## config.mk

```make
export PLATFORM = sky130hd
export DESIGN_NAME = pair_frame_writer_flat
export DESIGN_NICKNAME = d
export VERILOG_FILES = /design/src/rtl/pair_frame_writer_if.sv /design/src/rtl/pair_frame_writer.sv /design/src/flat_wrapper.sv
export SDC_FILE = /design/constraint.sdc
export NUM_CORES = 1
export LEC_CHECK = 0
export BUFFER_PORTS_ARGS = -buffer_cell sky130_fd_sc_hd__buf_2
export CORE_UTILIZATION = 30
export CTS_CLUSTER_SIZE = 10
export DETAILED_ROUTE_END_ITERATION = 12
export GPL_ROUTABILITY_DRIVEN = 0
export PLACE_DENSITY = 0.54
export SLEW_MARGIN = 10
export SYNTH_ARGS = -nofsm -noshare
export SYNTH_HDL_FRONTEND = slang
export SYNTH_SLANG_ARGS = --single-unit
export TNS_END_PERCENT = 30
```

## constraint.sdc

```tcl
create_clock -name clk -period 3 [get_ports clk]
set_input_delay 0.15 -clock clk [delete_from_list [all_inputs] [get_ports clk]]
set_output_delay 0.15 -clock clk [all_outputs]
set_load 0.03 [all_outputs]
```

## src/rtl/pair_frame_writer_if.sv

```systemverilog
`default_nettype none
// ============================================================================
// Module      : pair_frame_writer_if
// Description : Producer-side pixel-pair stream plus frame-buffer write port
//               of the pair frame writer, bundled as one interface.
// Revision    : 1.0 - initial release
// ============================================================================
interface pair_frame_writer_if #(
  parameter int ADDR_W = 19
);
  logic              in_valid;
  logic [35:0]       in_pair;
  logic              in_sof;
  logic              in_ready;
  logic              wr_grant;
  logic              mem_we;
  logic [ADDR_W-1:0] mem_addr;
  logic [35:0]       mem_data;
  logic              frame_done;
  logic              overflow;

  // Drives pixel pairs and write grants; observes the write port.
  modport master (
    output in_valid, in_pair, in_sof, wr_grant,
    input  in_ready, mem_we, mem_addr, mem_data, frame_done, overflow
  );

  // The frame writer itself.
  modport slave (
    input  in_valid, in_pair, in_sof, wr_grant,
    output in_ready, mem_we, mem_addr, mem_data, frame_done, overflow
  );
endinterface
`default_nettype wire

```

## src/rtl/pair_frame_writer.sv

```systemverilog
`default_nettype none
// ============================================================================
// Module      : pair_frame_writer
// Description : Buffers 36-bit pixel-pair words in a small FIFO and writes
//               them to the ZBT frame buffer on arbiter grants, at sequential
//               frame-aligned word addresses.
// Revision    : 1.0 - initial release
// ============================================================================
module pair_frame_writer #(
  parameter int ADDR_W      = 19,
  parameter int DEPTH       = 4,
  parameter int FRAME_WORDS = 153600,
  parameter int BASE_ADDR   = 0
) (
  input  wire logic          clk,
  input  wire logic          reset,
  pair_frame_writer_if.slave bus
);

  localparam int c_PTR_W = (DEPTH > 1) ? $clog2(DEPTH) : 1;
  localparam int c_CNT_W = c_PTR_W + 1;

  localparam logic [c_CNT_W-1:0] c_DEPTH = c_CNT_W'(DEPTH);
  localparam logic [ADDR_W-1:0]  c_BASE  = ADDR_W'(BASE_ADDR);
  localparam logic [ADDR_W-1:0]  c_LAST  = ADDR_W'(BASE_ADDR + FRAME_WORDS - 1);

  localparam logic [0:0] S_SYNC = 1'b0;
  localparam logic [0:0] S_RUN  = 1'b1;

  logic [0:0]         r_state;
  logic [0:0]         w_state_next;
  logic               w_in_ready;

  logic [36:0]        r_fifo [DEPTH];
  logic [c_PTR_W-1:0] r_wr_ptr;
  logic [c_PTR_W-1:0] r_rd_ptr;
  logic [c_CNT_W-1:0] r_count;

  logic               w_push;
  logic               w_pop;
  logic               w_drop;
  logic [36:0]        w_head;
  logic [ADDR_W-1:0]  w_issue_addr;

  logic               r_mem_we;
  logic [ADDR_W-1:0]  r_mem_addr;
  logic [35:0]        r_mem_data;
  logic               r_frame_done;
  logic               r_overflow;
  logic [ADDR_W-1:0]  r_addr_cnt;

  // In SYNC only a start-of-frame word is kept; in RUN every accepted word is.
  // Pops look only at the registered count, so a word pushed this cycle can
  // never be written on the same grant.
  assign w_push = bus.in_valid & w_in_ready & ((r_state == S_RUN) | bus.in_sof);
  assign w_pop  = bus.wr_grant & (r_count != '0);
  assign w_drop = bus.in_valid & ~w_in_ready & (r_state == S_RUN);

  // A start-of-frame word always lands at the frame base, resyncing the count.
  assign w_head       = r_fifo[r_rd_ptr];
  assign w_issue_addr = w_head[36] ? c_BASE : r_addr_cnt;

  // FSM state register.
  always_ff @(posedge clk) begin
    if (reset) begin
      r_state <= S_SYNC;
    end else begin
      r_state <= w_state_next;
    end
  end

  // FSM next state: leave SYNC on the first valid start-of-frame word.
  always_comb begin
    w_state_next = r_state;
    case (r_state)
      S_SYNC:  if (bus.in_valid && bus.in_sof) w_state_next = S_RUN;
      S_RUN:   w_state_next = S_RUN;
      default: w_state_next = S_SYNC;
    endcase
  end

  // FSM outputs: ready depends only on state and registered occupancy.
  always_comb begin
    w_in_ready = 1'b1;
    case (r_state)
      S_SYNC:  w_in_ready = 1'b1;
      S_RUN:   w_in_ready = (r_count < c_DEPTH);
      default: w_in_ready = 1'b1;
    endcase
  end

  // FIFO storage: {sof, pair} per entry; contents are don't-care when empty.
  always_ff @(posedge clk) begin
    if (w_push) begin
      r_fifo[r_wr_ptr] <= {bus.in_sof, bus.in_pair};
    end
  end

  // FIFO pointers and occupancy.
  always_ff @(posedge clk) begin
    if (reset) begin
      r_wr_ptr <= '0;
      r_rd_ptr <= '0;
      r_count  <= '0;
    end else begin
      if (w_push) r_wr_ptr <= r_wr_ptr + 1'b1;
      if (w_pop)  r_rd_ptr <= r_rd_ptr + 1'b1;
      case ({w_push, w_pop})
        2'b10:   r_count <= r_count + 1'b1;
        2'b01:   r_count <= r_count - 1'b1;
        default: r_count <= r_count;
      endcase
    end
  end

  // Write port, frame address counter and sticky overflow flag.
  always_ff @(posedge clk) begin
    if (reset) begin
      r_mem_we     <= 1'b0;
      r_mem_addr   <= c_BASE;
      r_mem_data   <= '0;
      r_frame_done <= 1'b0;
      r_overflow   <= 1'b0;
      r_addr_cnt   <= c_BASE;
    end else begin
      r_mem_we     <= w_pop;
      r_frame_done <= w_pop & (w_issue_addr == c_LAST);
      if (w_pop) begin
        r_mem_addr <= w_issue_addr;
        r_mem_data <= w_head[35:0];
        r_addr_cnt <= (w_issue_addr == c_LAST) ? c_BASE : w_issue_addr + 1'b1;
      end
      if (w_drop) r_overflow <= 1'b1;
    end
  end

  assign bus.in_ready   = w_in_ready;
  assign bus.mem_we     = r_mem_we;
  assign bus.mem_addr   = r_mem_addr;
  assign bus.mem_data   = r_mem_data;
  assign bus.frame_done = r_frame_done;
  assign bus.overflow   = r_overflow;

endmodule
`default_nettype wire

```

## src/flat_wrapper.sv

```systemverilog
// flat-port wrapper written by rule: the top's interface ports become plain ports
module pair_frame_writer_flat 
#(
  parameter int ADDR_W      = 19,
  parameter int DEPTH       = 4,
  parameter int FRAME_WORDS = 153600,
  parameter int BASE_ADDR   = 0
)
  (clk, reset, bus_in_valid, bus_in_pair, bus_in_sof, bus_wr_grant, bus_in_ready, bus_mem_we, bus_mem_addr, bus_mem_data, bus_frame_done, bus_overflow);
  pair_frame_writer_if #(.ADDR_W(ADDR_W)) bus_i ();
  input  wire logic clk;
  input  wire logic reset;
  input wire logic [$bits(bus_i.in_valid)-1:0] bus_in_valid;
  input wire logic [$bits(bus_i.in_pair)-1:0] bus_in_pair;
  input wire logic [$bits(bus_i.in_sof)-1:0] bus_in_sof;
  input wire logic [$bits(bus_i.wr_grant)-1:0] bus_wr_grant;
  output wire logic [$bits(bus_i.in_ready)-1:0] bus_in_ready;
  output wire logic [$bits(bus_i.mem_we)-1:0] bus_mem_we;
  output wire logic [$bits(bus_i.mem_addr)-1:0] bus_mem_addr;
  output wire logic [$bits(bus_i.mem_data)-1:0] bus_mem_data;
  output wire logic [$bits(bus_i.frame_done)-1:0] bus_frame_done;
  output wire logic [$bits(bus_i.overflow)-1:0] bus_overflow;
  assign bus_i.in_valid = bus_in_valid;
  assign bus_i.in_pair = bus_in_pair;
  assign bus_i.in_sof = bus_in_sof;
  assign bus_i.wr_grant = bus_wr_grant;
  assign bus_in_ready = bus_i.in_ready;
  assign bus_mem_we = bus_i.mem_we;
  assign bus_mem_addr = bus_i.mem_addr;
  assign bus_mem_data = bus_i.mem_data;
  assign bus_frame_done = bus_i.frame_done;
  assign bus_overflow = bus_i.overflow;
  pair_frame_writer #(.ADDR_W(ADDR_W), .DEPTH(DEPTH), .FRAME_WORDS(FRAME_WORDS), .BASE_ADDR(BASE_ADDR)) u_core (.clk(clk), .reset(reset), .bus(bus_i));
endmodule
```

==> reports/summary.md <==
### Outcome
• complete, no violations — status

### Floorplan
• 62 — total number of placement rows
• 100 — ports placed on the boundary
• 30.8% — initial standard-cell utilization of the core
• 30500 µm² — area enclosed by the die boundary
• 175 µm — Die X-Extent
• 175 µm — die boundary height
• 29000 µm² — area inside the core boundary

### Place
• 11.8 mm — post-DP HPWL
• 99 — count of input and output buffers

### Critical path
• u_core.r_fifo[3][36] — reg-to-reg startpoint
• reg -> reg — kind of critical path
• 10 — largest fanout on the critical path
• u_core.r_fifo[3][36] — Critical Path Source
• flip-flop — type of element launching the critical path
• 0.30 ns — R2R Setup Slk
• flip-flop — endpoint kind of the worst setup timing path
• 3.12 ns — arrival time at the worst endpoint
• 3.42 ns — required time reported for the critical path endpoint

### Global route
• 85 — maximum number of pins on one net before global-route repair
• 0 — overflow left after global routing
• 31.8 mm — wire length of the first global-routing pass
• 5814 — vias in the first global route
• 13.2% — total global routing track utilization
• 0 — initial antenna violation count

### Flow run
• 0 — number of max-cap violations

### Synthesis
• 647 — number of instances in the synthesized netlist
• 13.8 µm² — average size of a mapped cell
• 0 — number of synthesis warnings
• 49.7% — share of Yosys cell area claimed by the top area cell type
• 69.2% — sequential fraction of the synthesis area
• 235 — synthesis-stage register bit count
• 42 — Cell variety after synth
• 695 — Mapped Nets
• edfxtp_1 — cell type with the largest total area after synthesis
• edfxtp_1, dfxtp_1, mux4_2 — biggest area contributors in the synthesized netlist
• 8930 µm² — mapped cell area

### Timing
• no — setup repair after global routing missed its margin
• 0 — number of hold violations in the final report
• 0.242 ns — final hold slack
• 89.9% — Final period util
• 0 — max-slew violation total from the final report
• 31.5% — worst slew margin relative to its limit
• 0 ns — setup TNS
• 1.03 ns — actual transition at the worst max-transition pin
• 2.70 ns — Final Critical Period
• 0.0140 ns — Max Clock Skew
• 0 — number of setup violations in the final report
• 371 MHz — Max Fclk

### Hold path
• in -> reg — Tightest Hold Check Type
• reset — critical hold path startpoint

### Layout
• 24.8% — fraction of layout instances using a drive strength above 1
• 838 — net total in the final layout
• 2835 — Fillers
• 0 — antenna diode instance count
• 38.5% — utilization after layout
• 25.0% — Area growth syn-to-layout

### Route
• 0 — Post-route DRC
• 391 — Iter 0 DRT Violations
• 16.6 µm — routed length per placed instance
• 5605 — Vias
• 4 — TritonRoute pass-1 iters
• 0 — number of routed nets with antenna violations
• 19.9 mm — total length of routed wires
• 4.69 — detailed-route vias per instance

### Power
• 796 nW/µm² — power density normalized to cell area
• 3.83 nW — Pleak
• 0.000728 V — Max IR drop VDD

### Clock tree
• clkbuf_16 — CTS Root Cell
• 0.06 ns — clock transition at the registers of the reported paths
• 1 — depth of the CTS H-tree
• 0 — post-CTS setup buffer count
• 235 — sink count of the clock tree
• 29 — clock buffer count from CTS
• 3 — deepest clock path buffer count
• 0.54 ns — worst-skew pair later-pin latency
• done — TritonCTS clock tree

==> report_power, final <==
part | switching (W) | internal, W
registers | 0.000124 | 0.00370
clock network | 0.00127 | 0.00189
logic | 0.00120 | 0.000706
==> area by class of cell <==
type                       instances  area, µm²  share of cell area (%)
clock buffer                      48        837                    7.49
clock inverter                     5       41.3                   0.370
inverter                          17       63.8                   0.571
multi-input combinational        357       2560                    22.9
sequential                       235       6190                    55.4
tap                              384        480                    4.30
timing repair buffer             150       1000                    8.96
==> kinds of logic after synthesis <==
logic type,after synthesis,share of synthesized area (%)
AOI/OAI and AO/OA,104,6.30
xor gates and xnor gates,5,0.490
adders and majority gates,7,1.06
buffers and inverters,55,2.46
DFF,235,69.2
muxes,38,9.44
and+or+nand+nor,203,11.0
==> stage by stage <==
step                      instances  worst slack [ns]  power (W)  area, µm²
after floorplan                 647             0.157    0.00526       8930
after global placement         1105             0.333    0.00580       9900
after detailed placement       1105             0.266    0.00582       9900
after CTS                      1196             0.265    0.00907      11200
after global routing           1196            0.0711    0.00937      11200
final                          1196             0.302    0.00889      11200
==> cell usage after synthesis <==
master	number
nand2_1	99
nor4_1	2
dfxtp_1	87
mux2i_1	1
xor2_1	3
a211oi_4	1
clkbuf_1	31
nand4_1	9
o211ai_1	1
nor3_2	2
edfxtp_1	148
buf_1	1
o21ai_0	5
inv_1	17
a22oi_1	1
xnor2_1	2
buf_2	5
nand3b_1	13
a21oi_1	77
or3_1	3
mux4_2	37
buf_6	1
ha_1	6
a311oi_1	2
nor2b_1	3
and2_1	1
a21oi_2	1
or4b_1	2
nand3_1	16
nor2_1	30
nor4_2	3
a31oi_1	5
nand2b_1	2
o21ai_1	8
and4_1	1
nor3_1	6
o22ai_1	2
or4_1	3
fa_1	1
o31ai_1	1
nand4b_1	3
and3_1	5
==> state kept, by name (all words and copies together) (netlist names), named ones only <==
| name | count |
|---|---|
| u_core.bus.frame_done | 1 |
| u_core.r_addr_cnt | 19 |
| u_core.r_fifo | 148 |
| u_core.r_rd_ptr | 2 |
| u_core.r_count | 3 |
| u_core.r_wr_ptr | 2 |
| u_core.bus.mem_we | 1 |
| u_core.bus.overflow | 1 |
| u_core.r_state | 1 |
| u_core.bus.mem_data | 36 |
| u_core.bus.mem_addr | 19 |
==> worst max-delay path: stages (launching register included) <==
cell	delay, ns
edfxtp_1	0.36
mux4_2	0.50
nor2b_1	0.19
ha_1	0.26
nand4_1	0.33
nor4_4	0.36
buf_4	0.20
a211oi_4	0.10
a21oi_1	0.19
o22ai_1	0.09
==> final timing paths <==
| kind | to | depth (start not counted) |
|---|---|---|
| worst min-delay path | u_core.bus.mem_addr[17] | 2 |
| worst min register to register | u_core.bus.mem_addr[9] | 2 |
| worst max register to register | u_core.r_addr_cnt[11] | 9 |
| worst max-delay path | u_core.r_addr_cnt[11] | 9 |
==> placed cells by master (no fill, tap or decap), types with 2 or more instances in the layout <==
| cell | instances |
|---|---|
| buf_12 | 2 |
| a311oi_1 | 2 |
| clkinv_2 | 2 |
| a21oi_1 | 77 |
| or4_1 | 3 |
| a31oi_1 | 5 |
| nor4_2 | 2 |
| nor2b_1 | 3 |
| nand2_1 | 99 |
| nor3_2 | 2 |
| nand3_1 | 16 |
| clkbuf_8 | 4 |
| nand4b_1 | 3 |
| and3_2 | 4 |
| o21ai_1 | 8 |
| mux4_2 | 37 |
| dfxtp_1 | 85 |
| xor2_1 | 3 |
| edfxtp_1 | 148 |
| inv_1 | 16 |
| nand2b_1 | 2 |
| buf_4 | 12 |
| clkbuf_16 | 29 |
| nor4_1 | 2 |
| xnor2_1 | 2 |
| nand3b_1 | 13 |
| nor3_1 | 6 |
| dlygate4sd3_1 | 38 |
| ha_1 | 6 |
| clkbuf_1 | 15 |
| or3_1 | 3 |
| buf_2 | 98 |
| o21ai_0 | 5 |
| o22ai_1 | 2 |
| or4b_1 | 2 |
| nand4_1 | 9 |
| nor2_1 | 30 |
==> what timing repair did <==
| item | 4_1_cts | 5_1_grt |
|---|---|---|
| gates resized for setup | 0 | 1 |
| setup endpoints to repair | 0 | 3 |
| endpoints found under the hold margin | 150 | 0 |
| hold buffers | 38 | 0 |
==> metal layers <==
layer | wire (µm) | part of all wire (%) | GRT usage, % | vias to the layer above
met1 | 8490 | 43 | 16.0 | 2758
met5 | 0 | 0 | 0 | -
met2 | 10000 | 50 | 23.7 | 129
li1 | - | - | - | 2684
met4 | 438 | 2.2 | 3.33 | 0
met3 | 953 | 4.8 | 2.74 | 34
Note: power is estimated with default switching activity, not from simulation.
